**config.mk**
```make
export PLATFORM = sky130hd
export DESIGN_NAME = spi_xfer_ctrl_flat
export DESIGN_NICKNAME = d
export VERILOG_FILES = /design/src/rtl/spi_xfer_ctrl_if.sv /design/src/rtl/spi_xfer_ctrl.sv /design/src/flat_wrapper.sv
export SDC_FILE = /design/constraint.sdc
export NUM_CORES = 1
export LEC_CHECK = 0
export CAP_MARGIN = 20
export CORE_ASPECT_RATIO = 1.25
export CORE_MARGIN = 3
export CORE_UTILIZATION = 50
export CTS_BUF_LIST = sky130_fd_sc_hd__clkbuf_16
export CTS_CLUSTER_DIAMETER = 40
export CTS_CLUSTER_SIZE = 30
export DETAILED_ROUTE_END_ITERATION = 12
export DONT_BUFFER_PORTS = 1
export PLACE_DENSITY = 0.68
export SYNTH_ARGS = -nofsm -noshare
export SYNTH_HDL_FRONTEND = slang
export SYNTH_SLANG_ARGS = --single-unit
```
**constraint.sdc**
```tcl
create_clock -name clk -period 1.9 [get_ports clk]
set_input_delay 0.475 -clock clk [delete_from_list [all_inputs] [get_ports clk]]
set_output_delay 0.475 -clock clk [all_outputs]
set_load 0.02 [all_outputs]
```
**src/rtl/spi_xfer_ctrl_if.sv**
```systemverilog
// Byte-level handshake, clock-generator control and SPI pin bundle for spi_xfer_ctrl.
// master: the transaction controller; slave: polling logic, clock generator and pins.
interface spi_xfer_ctrl_if #(
  parameter int unsigned DATA_W = 8,
  parameter int unsigned LEN_W  = 4
);
  logic              start;
  logic [LEN_W-1:0]  len;
  logic [DATA_W-1:0] tx_data;
  logic              tx_ack;
  logic [DATA_W-1:0] rx_data;
  logic              rx_valid;
  logic              busy;
  logic              done;
  logic              r_edge;
  logic              f_edge;
  logic              en_oclk;
  logic              idle_v;
  logic              cs_n;
  logic              mosi;
  logic              miso;

  modport master (
    input  start, len, tx_data, r_edge, f_edge, miso,
    output tx_ack, rx_data, rx_valid, busy, done, en_oclk, idle_v, cs_n, mosi
  );

  modport slave (
    output start, len, tx_data, r_edge, f_edge, miso,
    input  tx_ack, rx_data, rx_valid, busy, done, en_oclk, idle_v, cs_n, mosi
  );
endinterface

```
**src/rtl/spi_xfer_ctrl.sv**
```systemverilog
// SPI transaction sequencer: chip select, MSB-first shift out/in and word counting,
// driven by the single-cycle leading/trailing strobes of the SPI clock generator.
module spi_xfer_ctrl #(
  parameter int unsigned SPI_MODE = 0,
  parameter int unsigned DATA_W   = 8,
  parameter int unsigned LEN_W    = 4,
  parameter int unsigned CS_DLY   = 2
) (
  input logic             clk,
  input logic             rst,
  spi_xfer_ctrl_if.master bus
);

  localparam bit          CPOL = ((SPI_MODE / 2) % 2) == 1;
  localparam bit          CPHA = (SPI_MODE % 2) == 1;
  localparam int unsigned BitW = (DATA_W > 1) ? $clog2(DATA_W) : 1;
  localparam int unsigned DlyW = $clog2(CS_DLY + 1);

  typedef enum logic [2:0] {StIdle, StSetup, StXfer, StHold, StDone} state_e;

  state_e            state_q, state_d;
  logic [DlyW-1:0]   dly_q, dly_d;
  logic [BitW-1:0]   bit_q, bit_d;
  logic [LEN_W-1:0]  word_q, word_d;
  logic [DATA_W-1:0] tx_sr_q, tx_sr_d;
  logic [DATA_W-1:0] rx_sr_q, rx_sr_d;
  logic [DATA_W-1:0] rx_data_q, rx_data_d;
  logic              rx_valid_q, rx_valid_d;
  logic              tx_ack_q, tx_ack_d;
  logic              busy_q, busy_d;
  logic              done_q, done_d;
  logic              cs_n_q, cs_n_d;
  logic              en_q, en_d;
  logic              mosi_q, mosi_d;
  logic              last_q, last_d;

  logic              sample_ev, shift_ev;
  logic [DATA_W-1:0] tx_shift, rx_next;

  assign sample_ev = CPHA ? bus.f_edge : bus.r_edge;
  assign shift_ev  = CPHA ? bus.r_edge : bus.f_edge;
  assign tx_shift  = tx_sr_q << 1;
  assign rx_next   = (rx_sr_q << 1) | DATA_W'(bus.miso);

  always_comb begin
    state_d    = state_q;
    dly_d      = dly_q;
    bit_d      = bit_q;
    word_d     = word_q;
    tx_sr_d    = tx_sr_q;
    rx_sr_d    = rx_sr_q;
    rx_data_d  = rx_data_q;
    rx_valid_d = 1'b0;
    tx_ack_d   = 1'b0;
    busy_d     = busy_q;
    done_d     = 1'b0;
    cs_n_d     = cs_n_q;
    en_d       = en_q;
    mosi_d     = mosi_q;
    last_d     = last_q;

    unique case (state_q)
      StIdle: begin
        if (bus.start) begin
          if (bus.len != '0) begin
            word_d  = bus.len;
            bit_d   = '0;
            dly_d   = '0;
            last_d  = 1'b0;
            cs_n_d  = 1'b0;
            busy_d  = 1'b1;
            state_d = StSetup;
            // CPHA=1 loads the first word on its first leading strobe instead
            if (!CPHA) begin
              tx_ack_d = 1'b1;
              tx_sr_d  = bus.tx_data;
              mosi_d   = bus.tx_data[DATA_W-1];
            end
          end else begin
            done_d  = 1'b1;
            state_d = StDone;
          end
        end
      end

      StSetup: begin
        if (dly_q == DlyW'(CS_DLY - 1)) begin
          en_d    = 1'b1;
          state_d = StXfer;
        end else begin
          dly_d = dly_q + 1'b1;
        end
      end

      StXfer: begin
        if (sample_ev && !last_q) begin
          rx_sr_d = rx_next;
          if (bit_q == BitW'(DATA_W - 1)) begin
            bit_d      = '0;
            rx_data_d  = rx_next;
            rx_valid_d = 1'b1;
            word_d     = word_q - 1'b1;
            if (word_q == LEN_W'(1)) begin
              if (CPHA) begin
                en_d    = 1'b0;
                dly_d   = '0;
                state_d = StHold;
              end else begin
                last_d = 1'b1;
              end
            end
          end else begin
            bit_d = bit_q + 1'b1;
          end
        end else if (shift_ev) begin
          if (last_q) begin
            en_d    = 1'b0;
            dly_d   = '0;
            state_d = StHold;
          end else if (bit_q == '0) begin
            // Word boundary: CPHA=0 after a completed word, CPHA=1 before the first bit
            tx_ack_d = 1'b1;
            tx_sr_d  = bus.tx_data;
            mosi_d   = bus.tx_data[DATA_W-1];
          end else begin
            tx_sr_d = tx_shift;
            mosi_d  = tx_shift[DATA_W-1];
          end
        end
      end

      StHold: begin
        if (dly_q == DlyW'(CS_DLY - 1)) begin
          cs_n_d  = 1'b1;
          mosi_d  = 1'b0;
          busy_d  = 1'b0;
          done_d  = 1'b1;
          state_d = StDone;
        end else begin
          dly_d = dly_q + 1'b1;
        end
      end

      StDone: begin
        state_d = StIdle;
      end

      default: begin
        state_d = StIdle;
      end
    endcase
  end

  always_ff @(posedge clk or posedge rst) begin
    if (rst) begin
      state_q    <= StIdle;
      dly_q      <= '0;
      bit_q      <= '0;
      word_q     <= '0;
      tx_sr_q    <= '0;
      rx_sr_q    <= '0;
      rx_data_q  <= '0;
      rx_valid_q <= 1'b0;
      tx_ack_q   <= 1'b0;
      busy_q     <= 1'b0;
      done_q     <= 1'b0;
      cs_n_q     <= 1'b1;
      en_q       <= 1'b0;
      mosi_q     <= 1'b0;
      last_q     <= 1'b0;
    end else begin
      state_q    <= state_d;
      dly_q      <= dly_d;
      bit_q      <= bit_d;
      word_q     <= word_d;
      tx_sr_q    <= tx_sr_d;
      rx_sr_q    <= rx_sr_d;
      rx_data_q  <= rx_data_d;
      rx_valid_q <= rx_valid_d;
      tx_ack_q   <= tx_ack_d;
      busy_q     <= busy_d;
      done_q     <= done_d;
      cs_n_q     <= cs_n_d;
      en_q       <= en_d;
      mosi_q     <= mosi_d;
      last_q     <= last_d;
    end
  end

  assign bus.tx_ack   = tx_ack_q;
  assign bus.rx_data  = rx_data_q;
  assign bus.rx_valid = rx_valid_q;
  assign bus.busy     = busy_q;
  assign bus.done     = done_q;
  assign bus.en_oclk  = en_q;
  assign bus.idle_v   = CPOL;
  assign bus.cs_n     = cs_n_q;
  assign bus.mosi     = mosi_q;

endmodule
```
**src/flat_wrapper.sv**
```systemverilog
// flat-port wrapper written by rule: the top's interface ports become plain ports
module spi_xfer_ctrl_flat 
#(
  parameter int unsigned SPI_MODE = 0,
  parameter int unsigned DATA_W   = 8,
  parameter int unsigned LEN_W    = 4,
  parameter int unsigned CS_DLY   = 2
)
  (clk, rst, bus_start, bus_len, bus_tx_data, bus_r_edge, bus_f_edge, bus_miso, bus_tx_ack, bus_rx_data, bus_rx_valid, bus_busy, bus_done, bus_en_oclk, bus_idle_v, bus_cs_n, bus_mosi);
  spi_xfer_ctrl_if #(.DATA_W(DATA_W), .LEN_W(LEN_W)) bus_i ();
  input logic clk;
  input logic rst;
  input wire logic [$bits(bus_i.start)-1:0] bus_start;
  input wire logic [$bits(bus_i.len)-1:0] bus_len;
  input wire logic [$bits(bus_i.tx_data)-1:0] bus_tx_data;
  input wire logic [$bits(bus_i.r_edge)-1:0] bus_r_edge;
  input wire logic [$bits(bus_i.f_edge)-1:0] bus_f_edge;
  input wire logic [$bits(bus_i.miso)-1:0] bus_miso;
  output wire logic [$bits(bus_i.tx_ack)-1:0] bus_tx_ack;
  output wire logic [$bits(bus_i.rx_data)-1:0] bus_rx_data;
  output wire logic [$bits(bus_i.rx_valid)-1:0] bus_rx_valid;
  output wire logic [$bits(bus_i.busy)-1:0] bus_busy;
  output wire logic [$bits(bus_i.done)-1:0] bus_done;
  output wire logic [$bits(bus_i.en_oclk)-1:0] bus_en_oclk;
  output wire logic [$bits(bus_i.idle_v)-1:0] bus_idle_v;
  output wire logic [$bits(bus_i.cs_n)-1:0] bus_cs_n;
  output wire logic [$bits(bus_i.mosi)-1:0] bus_mosi;
  assign bus_i.start = bus_start;
  assign bus_i.len = bus_len;
  assign bus_i.tx_data = bus_tx_data;
  assign bus_i.r_edge = bus_r_edge;
  assign bus_i.f_edge = bus_f_edge;
  assign bus_i.miso = bus_miso;
  assign bus_tx_ack = bus_i.tx_ack;
  assign bus_rx_data = bus_i.rx_data;
  assign bus_rx_valid = bus_i.rx_valid;
  assign bus_busy = bus_i.busy;
  assign bus_done = bus_i.done;
  assign bus_en_oclk = bus_i.en_oclk;
  assign bus_idle_v = bus_i.idle_v;
  assign bus_cs_n = bus_i.cs_n;
  assign bus_mosi = bus_i.mosi;
  spi_xfer_ctrl #(.SPI_MODE(SPI_MODE), .DATA_W(DATA_W), .LEN_W(LEN_W), .CS_DLY(CS_DLY)) u_core (.clk(clk), .rst(rst), .bus(bus_i));
endmodule
```
* Word-level counts from Yosys, hierarchy flattened
Cells that the tools add are included.
** Operators by class
- Add/sub/neg operators :: 3
- Equal/unequal tests :: 18
- Muxes and demuxes :: 69
- Bitwise gates (word level) :: 1
- Reduce and logical (&&, ||, !) cells :: 22
** Operators with widths (count)
- 7-bit two-way mux :: 6
- 3-bit two-way mux :: 11
- 1-bit two-way mux :: 30
- 6-bit AND reduction :: 3
- 4-bit two-way mux :: 4
- 2-bit by 1-bit != test with 1-bit output (second input constant) :: 7
- 7-bit case mux with 2 select lines :: 1
- 7-bit AND reduction :: 2
- 2-bit two-way mux :: 6
- 1-bit case mux with 2 select lines :: 6
- 3-bit case mux with 4 select lines :: 1
- 2-bit != test (second input constant) :: 5
- 5-bit AND reduction :: 2
- 8-bit by 1-bit bitwise OR with 8-bit output :: 1
- 4-bit case mux with 2 select lines :: 1
- 4-bit AND reduction :: 2
- 3-bit by 2-bit == test with 1-bit output (second input constant) :: 2
- 3-bit logical NOT :: 2
- 2-bit case mux with 3 select lines :: 1
- 3-bit case mux with 2 select lines :: 1
- 2-bit nonzero test :: 3
- 3-bit nonzero test :: 2
- 4-bit by 1-bit == test with 1-bit output (second input constant) :: 1
- 4-bit nonzero test :: 1
- 12 further kinds :: 12
** Word-level totals
- Flip-flop bits (word level) :: 42

* Depth between registers and ports, before layout
Gate-level depths: netlist (run 1).
- Depth in word-level cells :: 6
- Depth in mapped cells :: 6
- Mapped depth without buffers :: 6

* Worst setup path after synthesis (run 1)
OpenSTA, ideal clock, no wires.
- Kind :: register to register
- Start point :: reg u_core.state_q[0]
- End point :: reg u_core.bit_q[0]
- Data arrival time :: 1.641 ns
- Data required time :: 1.772 ns
- Path slack :: 0.131 ns
- Stages on the path, launching flop included :: 7
- Buffers on the path :: 2
- Path through :: dfrtp_1 buf_6 or2_1 or3_1 buf_2 nand2_1 mux2_1
** Between the ends
- Cells in the longest elaborated chain, start to end :: 3
** RTL lines
- start, declared :: line spi_xfer_ctrl.sv:21 : state_e state_q, state_d;
- start signal, assigned :: line spi_xfer_ctrl.sv:156 : state_q <= StIdle;
- start signal, assigned :: line spi_xfer_ctrl.sv:172 : state_q <= state_d;
- 3-bit by 2-bit == test with 1-bit output / 3-bit logical NOT (equally long branches) :: line spi_xfer_ctrl.sv:62 : unique case (state_q)
- 2-bit by 1-bit != test with 1-bit output (no source line) (tied with other cells)
- 4-bit AND reduction (no source line)
- end signal, assigned :: line spi_xfer_ctrl.sv:174 : bit_q <= bit_d;
- end, declared :: line spi_xfer_ctrl.sv:23 : logic [BitW-1:0] bit_q, bit_d;
Parallel ways exist; a longest one is shown, timed or not.
A chain may end at the register's enable or synchronous reset.

* Worst setup path after layout (run 1)
- Start point :: reg u_core.state_q[0]
- End point :: reg u_core.tx_sr_q[3]
** Between the ends
- Cells in the longest elaborated chain, start to end :: 3
** RTL lines
- 3-bit by 2-bit == test with 1-bit output / 3-bit logical NOT (equally long branches) :: line spi_xfer_ctrl.sv:62
- 2-bit != test (no source line) (tied with other cells)
- 6-bit AND reduction (no source line)
- end signal, assigned :: line spi_xfer_ctrl.sv:176 : tx_sr_q <= tx_sr_d;
- end, declared :: line spi_xfer_ctrl.sv:25 : logic [DATA_W-1:0] tx_sr_q, tx_sr_d;
Parallel ways exist; a longest one is shown, timed or not.

==> flow_metrics.tcl, run 1 <==
set metrics [dict create \
    status "completed" \
    yosys.area.top_type_share 0.501 \
    synth_async_sr_flop_share 1.00 \
    overflow 0 \
    timing.final.crit_share 0.912 \
    finalPower_mw 3.67 \
    worstSetupPathType "flip-flop to flip-flop" \
    clock_latency_ns 0.28 \
    r2r_setup_slack_ns 0.17 \
    clock_sinks 42 \
    die_w_um 63.2 \
    switching_share 0.333 \
    power_density_nw_per_um2 1590 \
    ant_nets 0 \
    cts_hold_buf 0 \
    leakage_nw 1.07 \
    drv_slew 0 \
    setup_viol 0 \
    cts.path.max_buffers 2 \
    finalClockSkew_ns 0.00226 \
    nNetsFinal 216 \
    synth_seq_cells 42 \
    pre_cts_ws_ns 0.0743 \
    finalSetupTns_ns 0 \
    finalWorstSetupSlack_ns 0.167 \
    seqPwrFrac 0.401 \
    antenna_found_initial 0 \
    cp_max_fo 14 \
    rsz0062_at_grt "no" \
    slowest_stage "dfrtp_1" \
    tritoncts.num_buffers 5 \
    portBuffers 0 \
    finalCriticalPeriod_ns 1.73 \
    critical_path_buf_inv_count 2 \
    avgSynthCellArea_um2 11.1 \
    max_slew_margin 0.645 \
    vias 1413 \
    yosys_most_used_dff "dfrtp_1" \
    synth_most_common_cell "dfrtp_1" \
    drt_pass1_iterations 4 \
    synth_edf_count 0 \
    hold_class "input port to async pin" \
    grt_max_degree 43 \
    layout.filler_cells 325 \
    syn-cell-area_um2 2050 \
    diodes 0 \
    combPwrFrac 0.349 \
    layout-drive-gt1-share 0.266 \
    ir_drop_v 0.000824 \
    cap_viol_max_count 0 \
    yosysUniqueCellTypes 40 \
    grt_pass1_vias 1490 \
    initial_utilization 0.532 \
    routedWlPerCell_um 16.0 \
    die_area_um2 4900 \
    track_usage 0.175 \
    remaining_drc_errors 0 \
    yosysTopAreaCell "dfrtp_1" \
    path_delay_family "multiplexers" \
    synthTopCellsByCount "41 x dfrtp_1, 28 x mux2_2, 14 x o21ai_0, 13 x nand2_1, 12 x inv_1" \
    worst_pin_slew_ns 0.533 \
    cp.required_ns 2.06 \
    crit_chain "buf_4, nor3b_2, buf_4, nand2_2, mux2_2, mux2_2" \
    rows 25 \
    clock_power_share 0.250 \
    root_buffer "clkbuf_16" \
    internal_power_mw 2.45 \
    synthTopCellsByArea "dfrtp_1 50%, mux2_2 15%, ha_1 3.7%" \
    max_stage_delay_ns 0.38 \
    hold_violations 0 \
    critPathLaunchType "flip-flop" \
    clk_pin_slew_ns 0.06 \
    die_y_um 77.5 \
    grt_pass1_wl_mm 6.68 \
    place_congestion 0.928 \
    synthCells 184 \
    cts_tree "yes" \
    hpwl_mm 2.84 \
    synth_nets 208 \
    ioPinCount 34 \
    drtIter0Drc 133 \
    core-area_um2 3850 \
    syn_to_final_growth_pct 12.8 \
    via_per_inst 5.74 \
    critPathArrivalTime_ns 1.89 \
    wirelength_mm 3.93 \
    ys_seq_area_frac 0.514 \
    cp-end-kind "flip-flop" \
    max_freq_mhz 577 \
    h-tree-depth 2 \
    yosysWarnings 0 \
    p_sw_mw 1.22 \
]
## worst paths after layout
kind / to / cells after the start / from
worst max-delay path: u_core.tx_sr_q[3] / 6 / u_core.state_q[0]
worst min-delay path: u_core.bus.rx_data[6] / 2 / rst
worst max register to register: u_core.tx_sr_q[3] / 6 / u_core.state_q[0]
worst min register to register: u_core.tx_sr_q[4] / 1 / u_core.tx_sr_q[4]
max in group asynchronous: u_core.bus.cs_n / 2 / rst
min in group clk: u_core.tx_sr_q[0] / 2 / bus_tx_data[0]
## layer usage
| layer | routed length, µm | vias to the layer above | part of all wire | track usage |
|---|---|---|---|---|
| met3 | 286 | 6 | 0.073 | 0.0680 |
| li1 | - | 660 | - | - |
| met5 | 0 | - | 0 | 0 |
| met2 | 2040 | 58 | 0.52 | 0.291 |
| met4 | 53 | 0 | 0.013 | 0.0799 |
| met1 | 1550 | 689 | 0.39 | 0.197 |
## kinds of logic after synthesis
logic type	Yosys count	share of synthesized area
adder cells (fa/ha/maj)	6	0.0367
AND/OR/NAND/NOR	52	0.129
XOR/XNOR	1	0.00428
buffers and inverters	20	0.0440
AO/OA/AOI/OAI	32	0.106
flip-flops	42	0.514
multiplexers	30	0.164
other	1	0.00183
## timing repair
action | CTS | global route
endpoints found under the setup margin | 0 | 12
buffers inserted | 0 | 0
gates resized for setup | 0 | 3
## state kept, by name (all words and copies together), names as in the netlist
register	cells
u_core.dly_q	2
u_core.word_q	4
u_core.bus.cs_n	1
u_core.bit_q	3
u_core.state_q	3
u_core.tx_sr_q	7
u_core.bus.tx_ack	1
u_core.bus.mosi	1
u_core.bus.busy	1
u_core.last_q	1
u_core.bus.rx_valid	1
u_core.bus.done	1
u_core.bus.en_oclk	1
u_core.bus.rx_data	8
u_core.rx_sr_q	7
## cells in the final DEF, fill, tap and decap left out, types with 3 or more instances in the layout
cell type / instances
a21oi_1: 5
clkbuf_16: 5
a2bb2oi_1: 3
ha_1: 6
nand2_1: 13
inv_1: 12
mux2_2: 28
nor2_1: 8
dfrtp_1: 41
nand3_1: 9
nand2b_1: 3
o21ai_0: 14
buf_4: 9
nor3_1: 3
## final cells by class
type / instances / area (µm²) / area share
Sequential cell: 42 / 1050 / 0.456
Multi-Input combinational cell: 122 / 917 / 0.397
Clock buffer: 5 / 125 / 0.0542
Timing Repair Buffer: 9 / 67.6 / 0.0293
Tap cell: 54 / 67.6 / 0.0293
Inverter: 12 / 45.0 / 0.0195
Clock inverter: 2 / 33.8 / 0.0146
## power by group through the flow
stage / combinational (mW) / clock (mW) / sequential [mW]
2_1_floorplan: 1.00 / 0 / 1.42
3_3_place_gp: 1.19 / 0 / 1.47
3_5_place_dp: 1.26 / 0 / 1.49
4_1_cts: 1.27 / 0.939 / 1.47
5_1_grt: 1.43 / 0.986 / 1.52
6_report: 1.28 / 0.917 / 1.47
## per-stage QoR
stage | hold WS (ns) | cells | area, µm² | utilization
finish | 0.215 | 246 | 2310 | 0.600
global route | 0.260 | 246 | 2310 | 0.600
CTS | 0.235 | 246 | 2300 | 0.597
detailed placement | 0.493 | 239 | 2140 | 0.555
global placement | 0.480 | 239 | 2140 | 0.555
floorplan | 0.464 | 184 | 2050 | -
Power figures use the tool's default switching activity.
==> inputs of run 2 (changes only) <==
--- a/config.mk
+++ b/config.mk
@@ -5,6 +5,7 @@
 export SDC_FILE = /design/constraint.sdc
 export NUM_CORES = 1
 export LEC_CHECK = 0
+export ABC_CLOCK_PERIOD_IN_PS = 1900
 export CAP_MARGIN = 20
 export CORE_ASPECT_RATIO = 1.25
 export CORE_MARGIN = 3
==> results of run 2 <==
Final layout, timing and power as in run 1 (identical DEF).
==> inputs of run 3 (changes only) <==
--- a/config.mk
+++ b/config.mk
@@ -9,13 +9,12 @@
 export CAP_MARGIN = 20
 export CORE_ASPECT_RATIO = 1.25
 export CORE_MARGIN = 3
-export CORE_UTILIZATION = 50
+export CORE_UTILIZATION = 35
 export CTS_BUF_LIST = sky130_fd_sc_hd__clkbuf_16
 export CTS_CLUSTER_DIAMETER = 40
 export CTS_CLUSTER_SIZE = 30
 export DETAILED_ROUTE_END_ITERATION = 12
 export DONT_BUFFER_PORTS = 1
-export PLACE_DENSITY = 0.68
 export SYNTH_ARGS = -nofsm -noshare
 export SYNTH_HDL_FRONTEND = slang
 export SYNTH_SLANG_ARGS = --single-unit
==> run 3 against run 2 <==
Maximum frequency fell by 3.1%. Clock skew up 0.0027 ns. Highest routed layer unchanged. Cell count up 7.3%. Largest power group unchanged. Die area increased by 39%. Critical endpoint is now u_core.bit_q[0]. Setup slack got worse by 0.055 ns.
==> flow_metrics.tcl, run 3 (synthesis results as in run 1) <==
set metrics [dict create \
    status "completed" \
    grt.met3_usage 0.0332 \
    hold_violations 0 \
    hpwl_mm 2.95 \
    syn_to_final_growth_pct 15.3 \
    cts_hold_buf 0 \
    portBuffers 0 \
    cap_viol_max_count 0 \
    clock_latency_ns 0.28 \
    fin_util 0.425 \
    tritoncts.num_buffers 5 \
    drt_pass1_iterations 4 \
    worst_pin_slew_ns 0.628 \
    cp-end-kind "flip-flop" \
    seq_area_um2 1050 \
    reg2reg_to "u_core.bit_q[0]" \
    cts.path.max_buffers 2 \
    rows 30 \
    clk_pin_slew_ns 0.06 \
    final_common_cell "dfrtp_1" \
    power_density_nw_per_um2 1510 \
    cp.required_ns 2.06 \
    grt_use_met1 0.158 \
    grt_max_degree 27 \
    leakage_nw 1.10 \
    vias 1384 \
    antenna_found_initial 0 \
    overflow 0 \
    critPathArrivalTime_ns 1.95 \
    ant_nets 0 \
    diodes 0 \
    nNetsFinal 223 \
    ir_drop_v 0.000746 \
    clock_sinks 42 \
    r2r_start "u_core.state_q[0]" \
    ioPinCount 34 \
    hold_class "input port to async pin" \
    r2r_setup_slack_ns 0.11 \
    core-area_um2 5560 \
    layout_common_cells "41 x dfrtp_1, 28 x mux2_2, 16 x buf_4" \
    initial_utilization 0.368 \
    gr-usage-met2 0.206 \
    place_congestion 0.812 \
    grt_pass1_vias 1440 \
    r2r_cells 4 \
    cp_max_fo 9 \
    die_area_um2 6810 \
    max_slew_margin 0.579 \
    drv_slew 0 \
    setup_viol 0 \
    finalWorstSetupSlack_ns 0.112 \
    finalCriticalPeriod_ns 1.79 \
    die_w_um 74.4 \
    layout.filler_cells 538 \
    grt_busiest_layer "met2" \
    layout-drive-gt1-share 0.290 \
    max_freq_mhz 559 \
    timing.final.crit_share 0.941 \
    final-instance-count-excl-fill 264 \
    remaining_drc_errors 0 \
    finalClockSkew_ns 0.00499 \
    root_buffer "clkbuf_16" \
    dp_cells 256 \
    drtIter0Drc 40 \
    multi_input_area_um2 916 \
    finalPower_mw 3.56 \
    routedWlPerCell_um 15.1 \
    die_y_um 91.5 \
    pre_cts_ws_ns -0.00489 \
    track_usage 0.127 \
    via_per_inst 5.24 \
    h-tree-depth 2 \
    worstSetupPathType "flip-flop to flip-flop" \
    wirelength_mm 3.98 \
    largest_reg_flops 8 \
    cts_tree "yes" \
    hold_slack_ns 0.108 \
    post-cts-setup-buffers 0 \
    critPathLaunchType "flip-flop" \
    grt_pass1_wl_mm 6.80 \
]
[run 3: cell types whose count changed in the layout (fill, tap and decap cells not counted), sizes merged]
| cell | before | now |
|---|---|---|
| bufinv | 1 | 0 |
| clkinvlp | 0 | 1 |
| clkinv | 1 | 2 |
| buf | 9 | 16 |
[run 3: per-stage QoR]
stage	instance area [µm²]	TNS [ns]
3_3_place_gp	2200	0
2_1_floorplan	2050	0
6_report	2360	0
3_5_place_dp	2200	-0.00489
5_1_grt	2360	-0.000165
4_1_cts	2350	0
[run 3: worst max path at each step]
stage | from | endpoint | cells past startpoint
2_1_floorplan | u_core.state_q[0] | u_core.bit_q[0] | 6
3_3_place_gp | bus_len[2] | u_core.tx_sr_q[3] | 5
3_5_place_dp | u_core.state_q[1] | u_core.tx_sr_q[5] | 5
4_1_cts | u_core.state_q[0] | u_core.bit_q[0] | 4
5_1_grt | u_core.state_q[1] | u_core.tx_sr_q[4] | 4
6_report | u_core.state_q[0] | u_core.bit_q[0] | 4
[run 3: cell type report]
| type | instances | share of cell area |
|---|---|---|
| Clock buffer | 5 | 0.0530 |
| Clock inverter | 3 | 0.00901 |
| Inverter | 12 | 0.0191 |
| Multi-Input combinational cell | 122 | 0.388 |
| Sequential cell | 42 | 0.446 |
| Tap cell | 64 | 0.0339 |
| Timing Repair Buffer | 16 | 0.0509 |
[run 3: critical path, stage by stage, from the launching register on]
cell and delay (ns):
dfrtp_1 0.49, or2_1 0.30, or3_4 0.44, nand2_1 0.11
mux2_1 0.33
[run 3: what timing repair did]
item                                    in CTS  in global routing
resized for setup                            1                  1
endpoints found under the setup margin       6                  1
gates cloned                                 0                  0
[run 3: layer usage]
| metal | vias up | wire (µm) |
|---|---|---|
| met3 | 6 | 214 |
| li1 | 674 | - |
| met1 | 667 | 1750 |
| met2 | 37 | 1950 |
| met4 | 0 | 68 |
| met5 | - | 0 |
[run 3: report_power, final]
group	internal, mW	switching, mW
logic	0.639	0.603
clock network	0.486	0.345
registers	1.21	0.280
total	2.33	1.23
